--- config.mk ---
export PLATFORM = sky130hd
export DESIGN_NAME = cmn_rst_ctrl
export DESIGN_NICKNAME = d
export VERILOG_FILES = /design/src/rtl/cmn_rst_ctrl.sv
export SDC_FILE = /design/constraint.sdc
export NUM_CORES = 1
export LEC_CHECK = 0
export ABC_AREA = 0
export CAP_MARGIN = 0
export CORE_MARGIN = 10
export CORE_UTILIZATION = 36
export DETAILED_ROUTE_END_ITERATION = 16
export PLACE_DENSITY = 0.63
export SYNTH_ARGS = -nofsm -noshare
export SYNTH_HDL_FRONTEND = slang
export SYNTH_SLANG_ARGS = --single-unit
--- constraint.sdc ---
create_clock -name clk -period 5.4 [get_ports clk]
set_clock_uncertainty 0.15 [all_clocks]
set_input_delay 0.81 -clock clk [delete_from_list [all_inputs] [get_ports clk]]
set_output_delay 0.81 -clock clk [all_outputs]
set_load 0.005 [all_outputs]
--- src/rtl/cmn_rst_ctrl.sv ---
// -----------------------------------------------------------------------------
// cmn_rst_ctrl -- ordered reset sequencer for multi-domain benches.
//
// Holds every downstream domain in reset for HOLD_CYC cycles, then releases
// the domains one at a time, STAGGER_CYC cycles apart, index 0 first. A
// software reset request on a 4-phase req/ack handshake replays the whole
// sequence. The power-on sequence never raises the acknowledge.
//
// Optional feature macro: CMN_RST_CTRL_CNT_EN
//   defined     -> rst_cnt port present, counts accepted software resets
//                  (saturating at 16'hFFFF, cleared only by rst)
//   not defined -> rst_cnt port and counter absent
//
// Ports
//   clk         in   1        single clock, all logic on posedge
//   rst         in   1        synchronous active-high master reset
//   sw_rst_req  in   1        software reset request (level, 4-phase)
//   sw_rst_ack  out  1        request acknowledge
//   dom_rst_n   out  NUM_DOM  per-domain active-low reset, registered
//   all_up      out  1        every domain released
//   busy        out  1        sequence in progress (not RUN)
//   rst_cnt     out  16       software reset count (CMN_RST_CTRL_CNT_EN only)
// -----------------------------------------------------------------------------
module cmn_rst_ctrl #(
  parameter int NUM_DOM     = 4,
  parameter int HOLD_CYC    = 16,
  parameter int STAGGER_CYC = 4
) (
  input  logic               clk,
  input  logic               rst,
  input  logic               sw_rst_req,
  output logic               sw_rst_ack,
  output logic [NUM_DOM-1:0] dom_rst_n,
  output logic               all_up,
  output logic               busy
`ifdef CMN_RST_CTRL_CNT_EN
  ,
  output logic [15:0]        rst_cnt
`endif
);

  localparam int MAX_CYC = (HOLD_CYC > STAGGER_CYC) ? HOLD_CYC : STAGGER_CYC;
  localparam int CW      = $clog2(MAX_CYC + 1);
  localparam int IW      = $clog2(NUM_DOM + 1);

  localparam logic [CW-1:0]      HOLD_LAST = CW'(HOLD_CYC - 1);
  localparam logic [CW-1:0]      STAG_LAST = CW'(STAGGER_CYC - 1);
  localparam logic [IW-1:0]      IDX_LAST  = IW'(NUM_DOM - 1);
  localparam logic [NUM_DOM-1:0] DOM_ONE   = NUM_DOM'(1);

  typedef enum logic [1:0] {
    HOLD    = 2'd0,
    RELEASE = 2'd1,
    RUN     = 2'd2,
    ASSERT  = 2'd3
  } state_t;

  state_t        state_r;
  logic [CW-1:0] hold_cnt_r;
  logic [CW-1:0] stag_cnt_r;
  logic [IW-1:0] idx_r;
  // Set while the running sequence was started by a requester that still
  // holds its request; decides whether completion raises the acknowledge.
  logic          sw_seq_r;

  // Sequencer FSM: counters, domain releases and all registered outputs.
  always_ff @(posedge clk) begin
    if (rst) begin
      state_r    <= HOLD;
      hold_cnt_r <= '0;
      stag_cnt_r <= '0;
      idx_r      <= '0;
      sw_seq_r   <= 1'b0;
      dom_rst_n  <= '0;
      all_up     <= 1'b0;
      busy       <= 1'b1;
      sw_rst_ack <= 1'b0;
`ifdef CMN_RST_CTRL_CNT_EN
      rst_cnt    <= 16'h0000;
`endif
    end else begin
      case (state_r)
        // ASSERT is the one-cycle entry of a software sequence; it counts the
        // hold phase exactly like HOLD so its entry edge acts as edge E.
        HOLD, ASSERT: begin
          if (!sw_rst_req) begin
            sw_seq_r <= 1'b0;
          end
          if (hold_cnt_r == HOLD_LAST) begin
            hold_cnt_r <= '0;
            stag_cnt_r <= '0;
            dom_rst_n  <= dom_rst_n | DOM_ONE;
            if (NUM_DOM == 1) begin
              state_r    <= RUN;
              idx_r      <= '0;
              all_up     <= 1'b1;
              busy       <= 1'b0;
              sw_rst_ack <= sw_seq_r & sw_rst_req;
            end else begin
              state_r <= RELEASE;
              idx_r   <= IW'(1);
            end
          end else begin
            hold_cnt_r <= hold_cnt_r + CW'(1);
            state_r    <= HOLD;
          end
        end
        RELEASE: begin
          if (!sw_rst_req) begin
            sw_seq_r <= 1'b0;
          end
          if (stag_cnt_r == STAG_LAST) begin
            stag_cnt_r <= '0;
            dom_rst_n  <= dom_rst_n | (DOM_ONE << idx_r);
            if (idx_r == IDX_LAST) begin
              state_r    <= RUN;
              idx_r      <= '0;
              all_up     <= 1'b1;
              busy       <= 1'b0;
              sw_rst_ack <= sw_seq_r & sw_rst_req;
            end else begin
              idx_r <= idx_r + IW'(1);
            end
          end else begin
            stag_cnt_r <= stag_cnt_r + CW'(1);
          end
        end
        RUN: begin
          if (sw_rst_ack) begin
            // Handshake completion: drop ack once the requester lets go.
            if (!sw_rst_req) begin
              sw_rst_ack <= 1'b0;
            end else begin
              sw_rst_ack <= 1'b1;
            end
          end else if (sw_rst_req) begin
            state_r    <= ASSERT;
            hold_cnt_r <= '0;
            stag_cnt_r <= '0;
            idx_r      <= '0;
            sw_seq_r   <= 1'b1;
            dom_rst_n  <= '0;
            all_up     <= 1'b0;
            busy       <= 1'b1;
`ifdef CMN_RST_CTRL_CNT_EN
            if (rst_cnt != 16'hFFFF) begin
              rst_cnt <= rst_cnt + 16'h0001;
            end else begin
              rst_cnt <= rst_cnt;
            end
`endif
          end else begin
            state_r <= RUN;
          end
        end
        default: begin
          state_r    <= HOLD;
          hold_cnt_r <= '0;
          stag_cnt_r <= '0;
          idx_r      <= '0;
          sw_seq_r   <= 1'b0;
          dom_rst_n  <= '0;
          all_up     <= 1'b0;
          busy       <= 1'b1;
          sw_rst_ack <= 1'b0;
        end
      endcase
    end
  end

endmodule

# Word level (Yosys, flattened, before mapping)
# Index checks and enable logic that the tools add are counted.
dict set report word_totals {
  input_bits 3
  output_inout_bits 7
  reg_bits 23
  word_cells 83
}
dict set report classes {
  mux 41
  shifts 1
  add_sub_neg 3
  bitwise 3
  n_reduce_logical 13
  eq_ne 12
}
# operator count
set ops {}
lappend ops {{5-bit two-way mux} 5}
lappend ops {{1-bit two-way mux} 16}
lappend ops {{3-bit two-way mux} 5}
lappend ops {{5-bit case mux with 3 select lines} 1}
lappend ops {{3-bit AND reduction} 5}
lappend ops {{4-bit two-way mux} 3}
lappend ops {{2-bit inequality test (second input constant)} 6}
lappend ops {{4-bit case mux with 3 select lines} 1}
lappend ops {{5-bit by 1-bit adder with 5-bit output (second input constant)} 2}
lappend ops {{5-bit case mux with 2 select lines} 1}
lappend ops {{3-bit case mux with 3 select lines} 1}
lappend ops {{1-bit case mux with 2 select lines} 4}
lappend ops {{4-bit AND reduction} 2}
lappend ops {{2-bit two-way mux} 3}
lappend ops {{2-bit case mux with 3 select lines} 1}
lappend ops {{5-bit by 2-bit equality test with 1-bit output (second input constant)} 1}
lappend ops {{5-bit by 4-bit equality test with 1-bit output (second input constant)} 1}
lappend ops {{5-bit AND reduction} 1}
lappend ops {{2-bit equality test (second input constant)} 2}
lappend ops {{4-bit bitwise OR} 1}
lappend ops {{2-bit nonzero test} 2}
lappend ops {{1-bit by 3-bit left shift with 4-bit output (first input constant)} 1}
lappend ops {{3-bit by 1-bit adder with 3-bit output (second input constant)} 1}
lappend ops {{3-bit by 2-bit equality test with 1-bit output (second input constant)} 1}
lappend ops {{other kinds (6)} 6}

# Logic depth before layout (Yosys ltp)
# Gate-level depths: netlist of run 1.
dict set report depth {
  word_depth 4
  mapped_depth 7
  ltp_nobuf 6
}

# Worst setup path before layout of run 1
# No wires, ideal clock.
dict set report synth_path {
  path_type {input to register}
  startpoint {in sw_rst_req}
  endpoint {reg idx_r[1]}
  required_ps 5180
  slack_ps 3373
  setup_ps 70
  cell_stages 5
  arrival_ps 1807
  path_buffers 1
  cell_sequence {nand2b_1 -> buf_4 -> a222oi_1 -> nand4_1 -> a21oi_1}
}
dict set report synth_via {
  elab_chain_len 2
}
# item line_no
set synth_rtl {}
lappend synth_rtl {{start, declared} 31} ;# input logic sw_rst_req,
lappend synth_rtl {{2-bit inequality test (no line)} -}
lappend synth_rtl {{4-bit AND reduction (no line)} -}
lappend synth_rtl {{end signal, assigned} 122} ;# idx_r <= idx_r + IW'(1);
lappend synth_rtl {{end, declared} 61} ;# logic [IW-1:0] idx_r;
# No other way between the ends.
# A chain may end at the register's enable or synchronous reset.

# Worst setup path after layout of run 1
dict set report layout_path {
  startpoint {in sw_rst_req}
  endpoint {reg idx_r[0]}
}
# The elaborated chain is that of the path after synthesis.

==> metrics.yaml, run 1 <==
status: "finished, final reports clean"
cts.repair.resized: 0
final_max_slew_viol_count: 0
rsz0062_at_grt: "false"
synth-edff-count: 0
die-height_microns: 78.4
synth_top_cell_by_area: "dfxtp_1"
worstSkewPairLatency_ps: 310
hp-start: "hold_cnt_r[4]"
start_util_pct: 37.0
drive_above_1_share_pct: 5.41
grtUsageTotal_pct: 9.16
cts.sinks: 23
place_congestion: 0.790
clk_pin_slew_ps: 130
drc: 0
final-hold-violation-count: 0
finalWorstSetupSlack_ps: 2830
fp.dieW_microns: 78.4
ys_seq_area_share_pct: 37.6
final_antenna_net_count: 0
syn_area_sq_um: 1230
grt_max_degree: 23
cap_viol_max_count: 0
firstDrtPassIters: 4
critical_path_class: "in -> reg"
ys_async_sr_fraction_pct: 0
netlist_top_cells_area: "dfxtp_1, ha_1, a21oi_1, o21ai_0, inv_1"
grt_pass1_wl_microns: 4690
finalCritPeriodShare_pct: 47.6
end_kind: "flop"
holdCritPathClass: "reg -> reg"
place_ws_ps: 2530
period_needed_ps: 2570
synth-seq-cells: 23
portBuffers: 9
dp_hpwl_microns: 1960
arrival_ps: 2630
max_freq_mhz: 389
ys_types: 40
worstReg2RegEnd: "idx_r[0]"
critPathLaunchType: "primary input"
finalSetupViolCount: 0
antenna_found_initial: 0
cts_tree: "yes"
whs_endpoint: "hold_cnt_r[4]"
r2r-start: "stag_cnt_r[0]"
finalPower_uw: 266
r2r_setup_slack_ps: 3100
dieArea_sq_um: 6140
wl_per_cell_microns: 13.5
p_per_area_nw_per_um2: 193
fin_nets: 161
mostFrequentLayoutCell: "dfxtp_1"
worst_ir_drop_vdd_mv: 0.172
ios: 10
reg2reg_depth: 5
ctsHoldBuffers: 0
synthFlopType: "dfxtp_1"
grt_pass1_vias: 1011
htreeDepth: 1
slew_headroom_pct: 45.3
drt_iter0_markers: 54
synth_top_cell_area_share_pct: 37.6
ys.warnings.count: 0
utilization_pct: 41.6
syn2layout_area_growth_pct: 12.4
root_buffer: "clkbuf_4"
setup_tns_ps: 0
core-area_sq_um: 3310
leakage_uw: 0.000516
drt_wl_total_microns: 2630
clockBufferDepth: 2
worstPathMaxFanout: 9
final_cell_mix: "dfxtp_1, inv_1, o21ai_0, a21oi_1"
antenna_cells: 0
row_count: 21
post_cts_buffers: 0
required_ps: 5460
vias: 1059
via_per_inst: 5.46
cts-buffers-inserted: 3
avgSynthCellArea_sq_um: 8.76
syn-num-nets: 152
tightest_slew_ps: 817
whs_path_depth: 1
netlist_instances: 140
grt.overflow.total: 0
-- power by group --
| group | internal (uW) | switching, uW | total [uW] |
|---|---|---|---|
| Sequential | 172 | 1.96 | 174 |
| Combinational | 4.68 | 6.78 | 11.5 |
| Clock | 27.7 | 52.9 | 80.6 |
-- cell type report --
class | instances | area (sq um)
multi-input cells | 102 | 706
well taps | 46 | 57.6
clock inverters | 1 | 5.00
inverters | 10 | 37.5
clock buffers | 3 | 22.5
fillers | 348 | 1930
repair buffers | 9 | 90.1
flip-flops and latches | 23 | 460
-- critical path: stages --
cell             delay, ps
clkdlybuf4s50_1        530
nand2b_1               210
a222oi_1               720
nor2_1                 100
a211oi_1               260
-- routing by layer --
layer | global-route usage, % | wire, microns
met1 | 10.6 | 1240
met2 | 15.4 | 1260
met3 | 3.42 | 105
met4 | 2.69 | 22
met5 | 0 | 0
-- flip-flops by register name, indices dropped and copies added (netlist names) --
name,count
all_up,1
busy,1
dom_rst_n,4
hold_cnt_r,5
idx_r,3
stag_cnt_r,5
state_r,2
sw_rst_ack,1
sw_seq_r,1
-- worst max path at each step --
stage / start / endpoint / cells past startpoint
finish: sw_rst_req / idx_r[0] / 5
global route: sw_rst_req / idx_r[0] / 5
CTS: sw_rst_req / idx_r[0] / 5
detailed placement: sw_rst_req / idx_r[0] / 5
global placement: sw_rst_req / idx_r[1] / 5
floorplan: sw_rst_req / idx_r[1] / 5
-- stage by stage --
stage / area (sq um) / hold slack (ps) / std cells
3_3_place_gp: 1350 / 296 / 190
3_5_place_dp: 1350 / 312 / 190
2_1_floorplan: 1230 / 290 / 140
5_1_grt: 1380 / 342 / 194
6_report: 1380 / 326 / 194
4_1_cts: 1380 / 330 / 194
-- cells by family after synthesis --
kind of cell	Yosys count	synth area share (%)
multiplexers	3	2.55
flip-flops	23	37.6
AO/OA/AOI/OAI	43	24.0
XOR/XNOR	1	0.714
adder cells (fa/ha/maj)	9	9.18
AND/OR/NAND/NOR	46	21.1
buffers and inverters	15	4.90
-- cell usage after synthesis, types with 3 or more instances --
| cell | count |
|---|---|
| inv_1 | 10 |
| nand4b_1 | 3 |
| nor2_1 | 8 |
| nand2_1 | 7 |
| a211oi_1 | 3 |
| a21oi_1 | 10 |
| ha_1 | 9 |
| nor2b_1 | 5 |
| nor3_1 | 3 |
| and3_1 | 4 |
| o21ai_0 | 10 |
| dfxtp_1 | 23 |
| clkbuf_1 | 4 |
| nand3_1 | 6 |
| a31oi_1 | 4 |
Note: power is estimated with default switching activity, not from simulation.
==> run 2, diff against run 1 <==
- clock period: 5.4 -> 2.69 ns (I/O delays scaled with it)
==> run 2 against run 1 <==
Net effect:
- global-route usage is 0.21 points lower
- routed wire length is 1.9% lower
- first-iteration DRC count is 5.6% lower
- sequential share of layout area is 0.33 points lower
- clock power is 95% higher
- via count is 2.1% higher
- total power is 99% higher
- critical path type is now reg -> reg
- critical endpoint unchanged
==> metrics.yaml, run 2 (synthesized netlist as in run 1, its figures left out) <==
arrival_ps: 2290
end_kind: "flop"
r2r_setup_slack_ps: 470
drt_iter0_markers: 51
clockBufferDepth: 2
final-hold-violation-count: 0
holdCritPathClass: "reg -> reg"
finalCritPeriodShare_pct: 82.5
drc: 0
crit_path_end: "idx_r[0]"
worstSkewPairLatency_ps: 310
fin_cells: 196
rsz0062_at_grt: "false"
largestRegisters: "hold_cnt_r (5), stag_cnt_r (5), dom_rst_n (4)"
critical_path_class: "reg -> reg"
ctsHoldBuffers: 0
final_antenna_net_count: 0
period_needed_ps: 2220
cts.repair.resized: 0
antenna_found_initial: 0
hp-start: "hold_cnt_r[4]"
grt_pass1_vias: 1028
mostFrequentLayoutCell: "dfxtp_1"
clk_pin_slew_ps: 120
row_count: 21
finalWorstSetupSlack_ps: 471
swShare_pct: 22.1
post_cts_buffers: 0
cap_viol_max_count: 0
core-area_sq_um: 3310
dieArea_sq_um: 6140
tightest_slew_ps: 712
worstReg2RegEnd: "idx_r[0]"
dp_hpwl_microns: 1930
finalSetupViolCount: 0
leakage_uw: 0.000523
worst_hold_slack_ps: 322
die-height_microns: 78.4
critPathLaunchType: "flop"
wl_per_cell_microns: 13.1
htreeDepth: 1
grtUsageTotal_pct: 8.95
combPwrFrac_pct: 4.6
worstPathMaxFanout: 5
worst_ir_drop_vdd_mv: 0.266
grt.overflow.total: 0
root_buffer: "clkbuf_4"
vias: 1081
final_max_slew_viol_count: 0
dp.cells: 192
reg2reg_depth: 5
cts.sinks: 23
critPathLaunch: "stag_cnt_r[0]"
syn2layout_area_growth_pct: 13.6
max_freq_mhz: 451
place_ws_ps: 276
antenna_cells: 0
firstDrtPassIters: 4
cts_tree: "yes"
required_ps: 2760
fp.dieW_microns: 78.4
grt_pass1_wl_microns: 4640
final_cell_mix: "dfxtp_1, inv_1, o21ai_0, a21oi_1"
drt_wl_total_microns: 2580
ios: 10
place_congestion: 0.807
clockPowerShare_pct: 29.7
seq_power_share_pct: 65.8
fin_nets: 163
start_util_pct: 37.0
p_per_area_nw_per_um2: 380
p_int_uw: 412
r2r-start: "stag_cnt_r[0]"
slew_headroom_pct: 52.1
via_per_inst: 5.52
cts-buffers-inserted: 3
portBuffers: 9
grt_max_degree: 17
drive_above_1_share_pct: 6.00
setup_tns_ps: 0
p_sw_uw: 117
status: "finished, final reports clean"
-- run 2: cell count changes in the layout (fill, tap and decap cells not counted) --
cell	previous run	this run
buf_4	0	2
clkbuf_1	0	1
clkinv_2	1	0
-- run 2: metrics by stage --
step	utilization (%)	area, sq um	power [uW]
6_report	42.1	1390	529
5_1_grt	42.1	1390	558
4_1_cts	42.1	1390	541
3_5_place_dp	41.3	1370	380
3_3_place_gp	41.3	1370	379
2_1_floorplan	-	1230	372
-- run 2: cell type report --
class / instances / area [sq um]
well taps: 46 / 57.6
inverters: 10 / 37.5
fillers: 346 / 1920
clock buffers: 4 / 26.3
flip-flops and latches: 23 / 460
repair buffers: 11 / 105
multi-input cells: 102 / 706
-- run 2: how the worst min path moves through the flow --
stage	slack [ps]	cells after the start	endpoint
6_report	320	1	hold_cnt_r[4]
5_1_grt	360	1	hold_cnt_r[4]
4_1_cts	330	1	hold_cnt_r[4]
3_5_place_dp	310	1	hold_cnt_r[4]
3_3_place_gp	300	1	hold_cnt_r[4]
2_1_floorplan	290	1	hold_cnt_r[4]
-- run 2: critical path, cell delays in order, from the launching register on --
cell	delay (ps)
dfxtp_1	380
ha_1	230
or4b_4	500
a222oi_1	530
nor2_1	90
a211oi_1	250
-- run 2: layer usage --
layer | GRT usage (%) | share of wire, % | routed length (microns) | up-vias
li1 | - | - | - | 542
met1 | 10.5 | 46 | 1190 | 515
met2 | 14.9 | 48 | 1230 | 22
met3 | 3.08 | 5.0 | 129 | 2
met4 | 3.05 | 0.93 | 24 | 0
met5 | 0 | 0 | 0 | -
-- run 2: power groups by stage --
stage	Clock, uW	Combinational (uW)	Sequential, uW
2_1_floorplan	0	16.7	355
3_3_place_gp	0	23.4	356
3_5_place_dp	0	24.1	356
4_1_cts	169	24.3	348
5_1_grt	181	27.1	349
6_report	157	24.1	348
